--- config.mk ---
export PLATFORM = sky130hd
export DESIGN_NAME = pipelined_array_multiplier
export DESIGN_NICKNAME = d
export VERILOG_FILES = /design/src/rtl/pipelined_array_multiplier.sv
export SDC_FILE = /design/constraint.sdc
export NUM_CORES = 1
export LEC_CHECK = 0
export BUFFER_PORTS_ARGS = -buffer_cell sky130_fd_sc_hd__buf_2
export CORE_ASPECT_RATIO = 0.6
export CORE_MARGIN = 2
export CORE_UTILIZATION = 55
export CTS_BUF_LIST = sky130_fd_sc_hd__clkbuf_4 sky130_fd_sc_hd__clkbuf_8
export DETAILED_ROUTE_END_ITERATION = 6
export PLACE_DENSITY = 0.86
export SETUP_SLACK_MARGIN = 0.2
export SLEW_MARGIN = 15
export SYNTH_ARGS = -nofsm -noshare
export SYNTH_HDL_FRONTEND = slang
export SYNTH_SLANG_ARGS = --single-unit
--- constraint.sdc ---
create_clock -name clk -period 5.8 [get_ports clk]
set_clock_uncertainty 0.15 [all_clocks]
set_input_delay 0.29 -clock clk [delete_from_list [all_inputs] [get_ports clk]]
set_output_delay 0.29 -clock clk [all_outputs]
set_load 0.01 [all_outputs]
--- src/rtl/pipelined_array_multiplier.sv ---
// Pipelined WIDTH x WIDTH array multiplier, unsigned or Baugh-Wooley signed per operation.
// Partial-product rows are spread evenly over STAGES register stages behind a global stall.
module pam_rows #(
    parameter int WIDTH = 4,
    parameter int K     = 0,
    parameter int R     = 2
) (
    input  logic [WIDTH-1:0]   a,
    input  logic [WIDTH-1:0]   b,
    input  logic               is_signed,
    input  logic [2*WIDTH-1:0] acc,
    output logic [2*WIDTH-1:0] sum
);
    localparam logic [2*WIDTH-1:0] ONE  = {{(2*WIDTH-1){1'b0}}, 1'b1};
    // Baugh-Wooley correction: +2^W and +2^(2W-1), folded in once at the first stage
    localparam logic [2*WIDTH-1:0] BW_K = (ONE << WIDTH) | (ONE << (2*WIDTH-1));

    logic [WIDTH-1:0] pp;

    always_comb begin
        sum = acc;
        pp  = '0;
        if (K == 0 && is_signed)
            sum = sum + BW_K;
        for (int r = 0; r < R; r++) begin
            pp = a & {WIDTH{b[K*R+r]}};
            if (is_signed) begin
                // cross terms with exactly one sign bit are complemented
                if (K*R + r == WIDTH-1)
                    pp[WIDTH-2:0] = ~pp[WIDTH-2:0];
                else
                    pp[WIDTH-1] = ~pp[WIDTH-1];
            end
            sum = sum + ({{WIDTH{1'b0}}, pp} << (K*R + r));
        end
    end
endmodule

module pipelined_array_multiplier #(
    parameter int WIDTH  = 4,
    parameter int STAGES = 2
) (
    input  logic               clk,
    input  logic               rst_n,
    input  logic               in_valid,
    output logic               in_ready,
    input  logic [WIDTH-1:0]   a,
    input  logic [WIDTH-1:0]   b,
    input  logic               is_signed,
    output logic               out_valid,
    input  logic               out_ready,
    output logic [2*WIDTH-1:0] out
);
    localparam int R = WIDTH / STAGES;

    logic              adv;
    logic [STAGES-1:0] vld_pipe;

    assign adv       = !out_valid || out_ready;
    assign in_ready  = adv;
    assign out_valid = vld_pipe[STAGES-1];

    always_ff @(posedge clk or negedge rst_n) begin
        if (!rst_n) begin
            vld_pipe <= '0;
        end else if (adv) begin
            vld_pipe[0] <= in_valid;
            for (int k = 1; k < STAGES; k++)
                vld_pipe[k] <= vld_pipe[k-1];
        end
    end

    genvar k;
    generate
        for (k = 0; k < STAGES; k++) begin : g_stage
            logic [WIDTH-1:0]   op_a, op_b;
            logic               op_sgn;
            logic [2*WIDTH-1:0] op_sum, nxt_sum, sum_r;

            if (k == 0) begin : g_head
                assign op_a   = a;
                assign op_b   = b;
                assign op_sgn = is_signed;
                assign op_sum = '0;
            end else begin : g_link
                assign op_a   = g_stage[k-1].g_fwd.a_r;
                assign op_b   = g_stage[k-1].g_fwd.b_r;
                assign op_sgn = g_stage[k-1].g_fwd.sgn_r;
                assign op_sum = g_stage[k-1].sum_r;
            end

            pam_rows #(.WIDTH(WIDTH), .K(k), .R(R)) u_rows (
                .a        (op_a),
                .b        (op_b),
                .is_signed(op_sgn),
                .acc      (op_sum),
                .sum      (nxt_sum)
            );

            always_ff @(posedge clk or negedge rst_n) begin
                if (!rst_n)   sum_r <= '0;
                else if (adv) sum_r <= nxt_sum;
            end

            // operands only travel as far as the last stage that still needs them
            if (k < STAGES-1) begin : g_fwd
                logic [WIDTH-1:0] a_r, b_r;
                logic             sgn_r;
                always_ff @(posedge clk or negedge rst_n) begin
                    if (!rst_n) begin
                        a_r   <= '0;
                        b_r   <= '0;
                        sgn_r <= 1'b0;
                    end else if (adv) begin
                        a_r   <= op_a;
                        b_r   <= op_b;
                        sgn_r <= op_sgn;
                    end
                end
            end
        end
    endgenerate

    assign out = g_stage[STAGES-1].sum_r;
endmodule

# --- Word level (Yosys, flattened, before mapping) ---
# Index checks and enable logic that the tools add are counted.
word_totals:
  reg_bits: 27
  elab_cells: 25
  input_bits: 13
  out_inout_bits: 10
op_classes:
  addsub: 4
  muxes: 5
  bitwise_logic: 8
  reduce_logical: 2
ops:
  columns: ["op", "n"]
  rows:
  - ["bitwise AND 4 bit", 4]
  - ["adder 8 x 4 -> 8 bit", 1]
  - ["adder 8 x 5 -> 8 bit", 1]
  - ["adder 8 x 6 -> 8 bit", 1]
  - ["adder 8 x 7 -> 8 bit", 1]
  - ["two-way mux 8 bit", 1]
  - ["two-way mux 1 bit", 3]
  - ["two-way mux 3 bit", 1]
  - ["NOT 1 bit", 3]
  - ["NOT 3 bit", 1]
  - ["logical NOT 1 bit", 1]
  - ["logical OR 1 bit", 1]

# --- Depth between registers and ports, before layout ---
depth:
  ltp_word: 5
  mapped_depth: 11
  depth_no_buf: 11

# --- Hierarchy ---
# A second synthesis with hierarchy kept.
hier_totals:
  hier_cells: 157
  hier_area_um2: 1909.3
modules_own_cells:
  columns: ["mod", "cells_each", "instances", "seq_area_each_um2", "area_each_um2"]
  rows:
  - ["pipelined_array_multiplier", 59, 1, 675.6, 1111.1]
  - ["pam_rows at g_stage[0].u_rows", 55, 1, 0.0, 451.7]
  - ["pam_rows at g_stage[1].u_rows", 43, 1, 0.0, 346.6]

# --- Least setup slack after synthesis ---
# Ideal clock, no wire load.
synth_path:
  path_kind: "flip-flop to flip-flop"
  startpoint: "register g_stage[0].sum_r[7]"
  endpoint: "register g_stage[1].sum_r[7], in the netlist out[7]"
  slack_ps: 3171
  required_time_ps: 5530
  t_arrival_ps: 2359
  stages_incl_launch_ff: 12
  synth_period_minus_slack_ps: 2629
  n_path_buf: 1
  cell_sequence: "dfrtp_1 clkbuf_1 xor2_1 fa_1 inv_1 ha_1 inv_1 fa_1 nor2b_1 o21a_1 or3_1 a31o_1"
synth_between:
  elab_chain_len: 2
synth_rtl:
  columns: ["element", "line", "text"]
  rows:
  - ["start, declared", "78", "logic [2*WIDTH-1:0] op_sum, nxt_sum, sum_r;"]
  - ["start signal, assigned", "102", "else if (adv) sum_r <= nxt_sum;"]
  - ["adder 8 x 6 -> 8 bit", "34", "sum = sum + ({{WIDTH{1'b0}}, pp} << (K*R + r));"]
  - ["adder 8 x 7 -> 8 bit", "34", null]
  - ["end signal, assigned", "102", null]
  - ["end, declared", "78", null]
# Every way passes these cells.
# A chain may end at the register's enable or synchronous reset.

# --- Worst setup path after layout ---
# Same ends and word-level chain as after synthesis.

==> results.py <==
metrics = {
    "logic_synthesis": {
        "avgSynthCellArea_sq_um": 8.81,
        "synth_seq_area_share": 0.441,
        "ys_ff_latch": 23,
        "yosysWarnings": 0,
        "netlist.area_leader.share": 0.441,
        "ys_top_cells_by_area": "dfrtp_1, nand2_1, fa_1",
        "syn_inst": 148,
        "yosys.area.top_type": "dfrtp_1",
        "synth_nets": 174,
        "syn_area_sq_mm": 0.00130,
        "synth.distinct_cells": 20,
    },
    "route": {
        "routed_wl_um": 2520,
        "ant_nets": 0,
        "vias": 1006,
        "wl_per_cell_um": 12.5,
        "first_pass_iters": 4,
        "drc": 0,
        "drtIter0Drc": 54,
        "avgViaCountPerCell": 5.00,
    },
    "clocking": {
        "cts.clk_slew.worst_paths_ns": 0.08,
        "cts_inserted_buffers": 3,
        "htree_num_levels": 1,
        "root_buffer": "clkbuf_8",
        "cts_buffer_depth": 2,
        "clock_sinks": 23,
        "insertion_delay_ns": 0.27,
        "cts_setup_buffers": 0,
        "cts_tree": "built",
    },
    "place": {
        "hpwl_um": 1990,
        "portBuffers": 22,
        "place.gp.congestion": 0.767,
    },
    "worst_setup_path": {
        "cp-start-kind": "flip-flop",
        "cp-endpoint": "out[7]$_DFFE_PN0P_",
        "crit_type": "flip-flop to flip-flop",
        "worstSetupEndpointType": "flip-flop",
        "setup.worst_path.start": "g_stage[0].sum_r[7]$_DFFE_PN0P_",
        "r2r-end": "out[7]$_DFFE_PN0P_",
        "worstPathArrival_ns": 2.72,
        "rr_startpoint": "g_stage[0].sum_r[7]$_DFFE_PN0P_",
        "worstRegToRegCells": 10,
        "critPathMaxFanout": 7,
        "required_ns": 5.81,
        "reg2reg_slack_ns": 3.09,
    },
    "power": {
        "pwr-share-seq": 0.428,
        "ir_worst_vdd_mv": 0.131,
        "swShare": 0.356,
        "p_comb_frac": 0.373,
        "p_leak_nw": 0.813,
        "p_sw_uw": 182,
        "pwr_density_cell_mw_per_mm2": 342,
        "power.internal_uw": 330,
        "power_frac_clock": 0.199,
    },
    "die": {
        "dieArea_sq_mm": 0.00279,
        "rows": 13,
        "die_y_um": 41.7,
        "fp.coreArea_sq_mm": 0.00220,
        "die_w_um": 66.9,
        "ios": 23,
        "initial_core_util": 0.594,
    },
    "global_route": {
        "grt.total_usage": 0.218,
        "grt-ovfl-total": 0,
        "grt_max_degree": 25,
        "antenna_found_initial": 0,
        "first_global_vias": 995,
        "grt_pass1_wl_um": 4400,
    },
    "sta": {
        "fin_crit_ns": 2.71,
        "slew_headroom": 0.545,
        "worst_pin_slew_ns": 0.682,
        "slew_viol_final": 0,
        "setup_viol": 0,
        "rsz0062_at_grt": "false",
        "min_period_over_period": 0.467,
        "fin_setup_tns_ns": 0,
        "max_freq_ghz": 0.370,
        "final_hold_viol_count": 0,
    },
    "cells_and_area": {
        "final_common_cell": "nand2_1",
        "nNetsFinal": 198,
        "fill_cells": 180,
        "drive_gt1_frac": 0.158,
        "post-route-util": 0.682,
        "areaGrowthSynthToFinish_pct": 14.9,
        "antenna_cells": 0,
        "mostFrequentLayoutCells": "nand2_1, dfrtp_1, buf_2",
    },
    "flow_run": {
        "maxCapViolCount": 0,
    },
    "status": {
        "outcome": "finished, final reports clean",
    },
    "hold_path": {
        "worst_hold_path_type": "primary input to flip-flop",
    },
}
worst min-delay path by stage:
stage / start / end / slack, ns / cells after the start
global route: b[2] / g_stage[0].g_fwd.b_r[2]$_DFFE_PN0P_ / 0.08 / 3
global placement: rst_n / vld_pipe[0]$_DFFE_PN0P_ / 0.13 / 1
finish: in_valid / vld_pipe[0]$_DFFE_PN0P_ / 0.08 / 3
detailed placement: rst_n / vld_pipe[0]$_DFFE_PN0P_ / 0.14 / 1
floorplan: rst_n / g_stage[0].g_fwd.a_r[0]$_DFFE_PN0P_ / -0.16 / 0
CTS: in_valid / vld_pipe[0]$_DFFE_PN0P_ / 0.08 / 3
final cells by class:
| class | instances | area, sq um | share of cell area |
|---|---|---|---|
| clock buffers | 3 | 41.3 | 0.0276 |
| clock inverters | 1 | 7.51 | 0.00501 |
| inverters | 11 | 41.3 | 0.0276 |
| multi-input cells | 109 | 667 | 0.445 |
| flip-flops and latches | 23 | 576 | 0.384 |
| well taps | 30 | 37.5 | 0.0251 |
| repair buffers | 24 | 128 | 0.0852 |
power by group through the flow:
stage          sequential, mW  clock [mW]  combinational [mW]
2_1_floorplan           0.228           0               0.124
3_3_place_gp            0.219           0               0.182
3_5_place_dp            0.223           0               0.193
4_1_cts                 0.219       0.105               0.194
5_1_grt                 0.225       0.112               0.222
6_report                0.219       0.102               0.191
worst max-delay path, cell delays in order (launching register included):
cell,delay (ns)
dfrtp_1,0.48
xor2_1,0.22
fa_1,0.50
inv_1,0.04
ha_1,0.20
inv_1,0.07
fa_1,0.19
nor2b_1,0.05
o21a_1,0.17
or3_1,0.30
a31o_1,0.22
synth_stat cells:
library cell / n
nor2b_1: 2
clkbuf_1: 4
nand3_1: 1
xnor2_1: 2
nor2_1: 3
fa_1: 5
o21ai_0: 5
nand2b_1: 1
dfrtp_1: 23
a21o_1: 2
a31o_1: 1
buf_2: 1
or3_1: 1
o21a_1: 1
inv_1: 11
a21oi_1: 6
nand2_1: 56
xor2_1: 7
ha_1: 8
and2_1: 8
registers in the layout (all words and copies together) (netlist names):
name               count
g_stage.g_fwd.a_r      4
g_stage.g_fwd.b_r      2
g_stage.sum_r          7
out                    8
vld_pipe               2
kinds of logic (layout without fill, tap and decap cells):
kind of cell,after synthesis,in the layout,share of synthesized area
adders and majority gates,13,13,0.154
and+or+nand+nor,72,72,0.231
xor gates and xnor gates,9,9,0.0605
buffers and inverters,16,39,0.0470
AOI/OAI and AO/OA,15,15,0.0662
DFF,23,23,0.441
repair_timing:
| action | 4_1_cts | 5_1_grt |
|---|---|---|
| endpoints found under the hold margin | 23 | 0 |
| gates resized for setup | 0 | 0 |
| hold buffers | 1 | 0 |
layer usage:
layer	routed length [um]	up-vias	share of wire	track usage
met5	0	-	0	0
met4	27	0	0.011	0.0735
met3	126	2	0.050	0.0650
met2	1220	21	0.49	0.354
met1	1140	479	0.45	0.278
li1	-	504	-	-
stage by stage:
step / std cells / cell area (sq um) / power [mW] / worst slack, ns / hold WS (ns)
final: 201 / 1500 / 0.513 / 3.09 / 0.0767
after detailed placement: 196 / 1440 / 0.416 / 3.10 / 0.138
after CTS: 201 / 1500 / 0.519 / 3.08 / 0.0755
after global placement: 196 / 1440 / 0.401 / 3.19 / 0.134
after floorplan: 148 / 1300 / 0.352 / 3.17 / -0.156
after global routing: 201 / 1500 / 0.560 / 2.97 / 0.0823
Note: power is estimated with default switching activity, not from simulation.
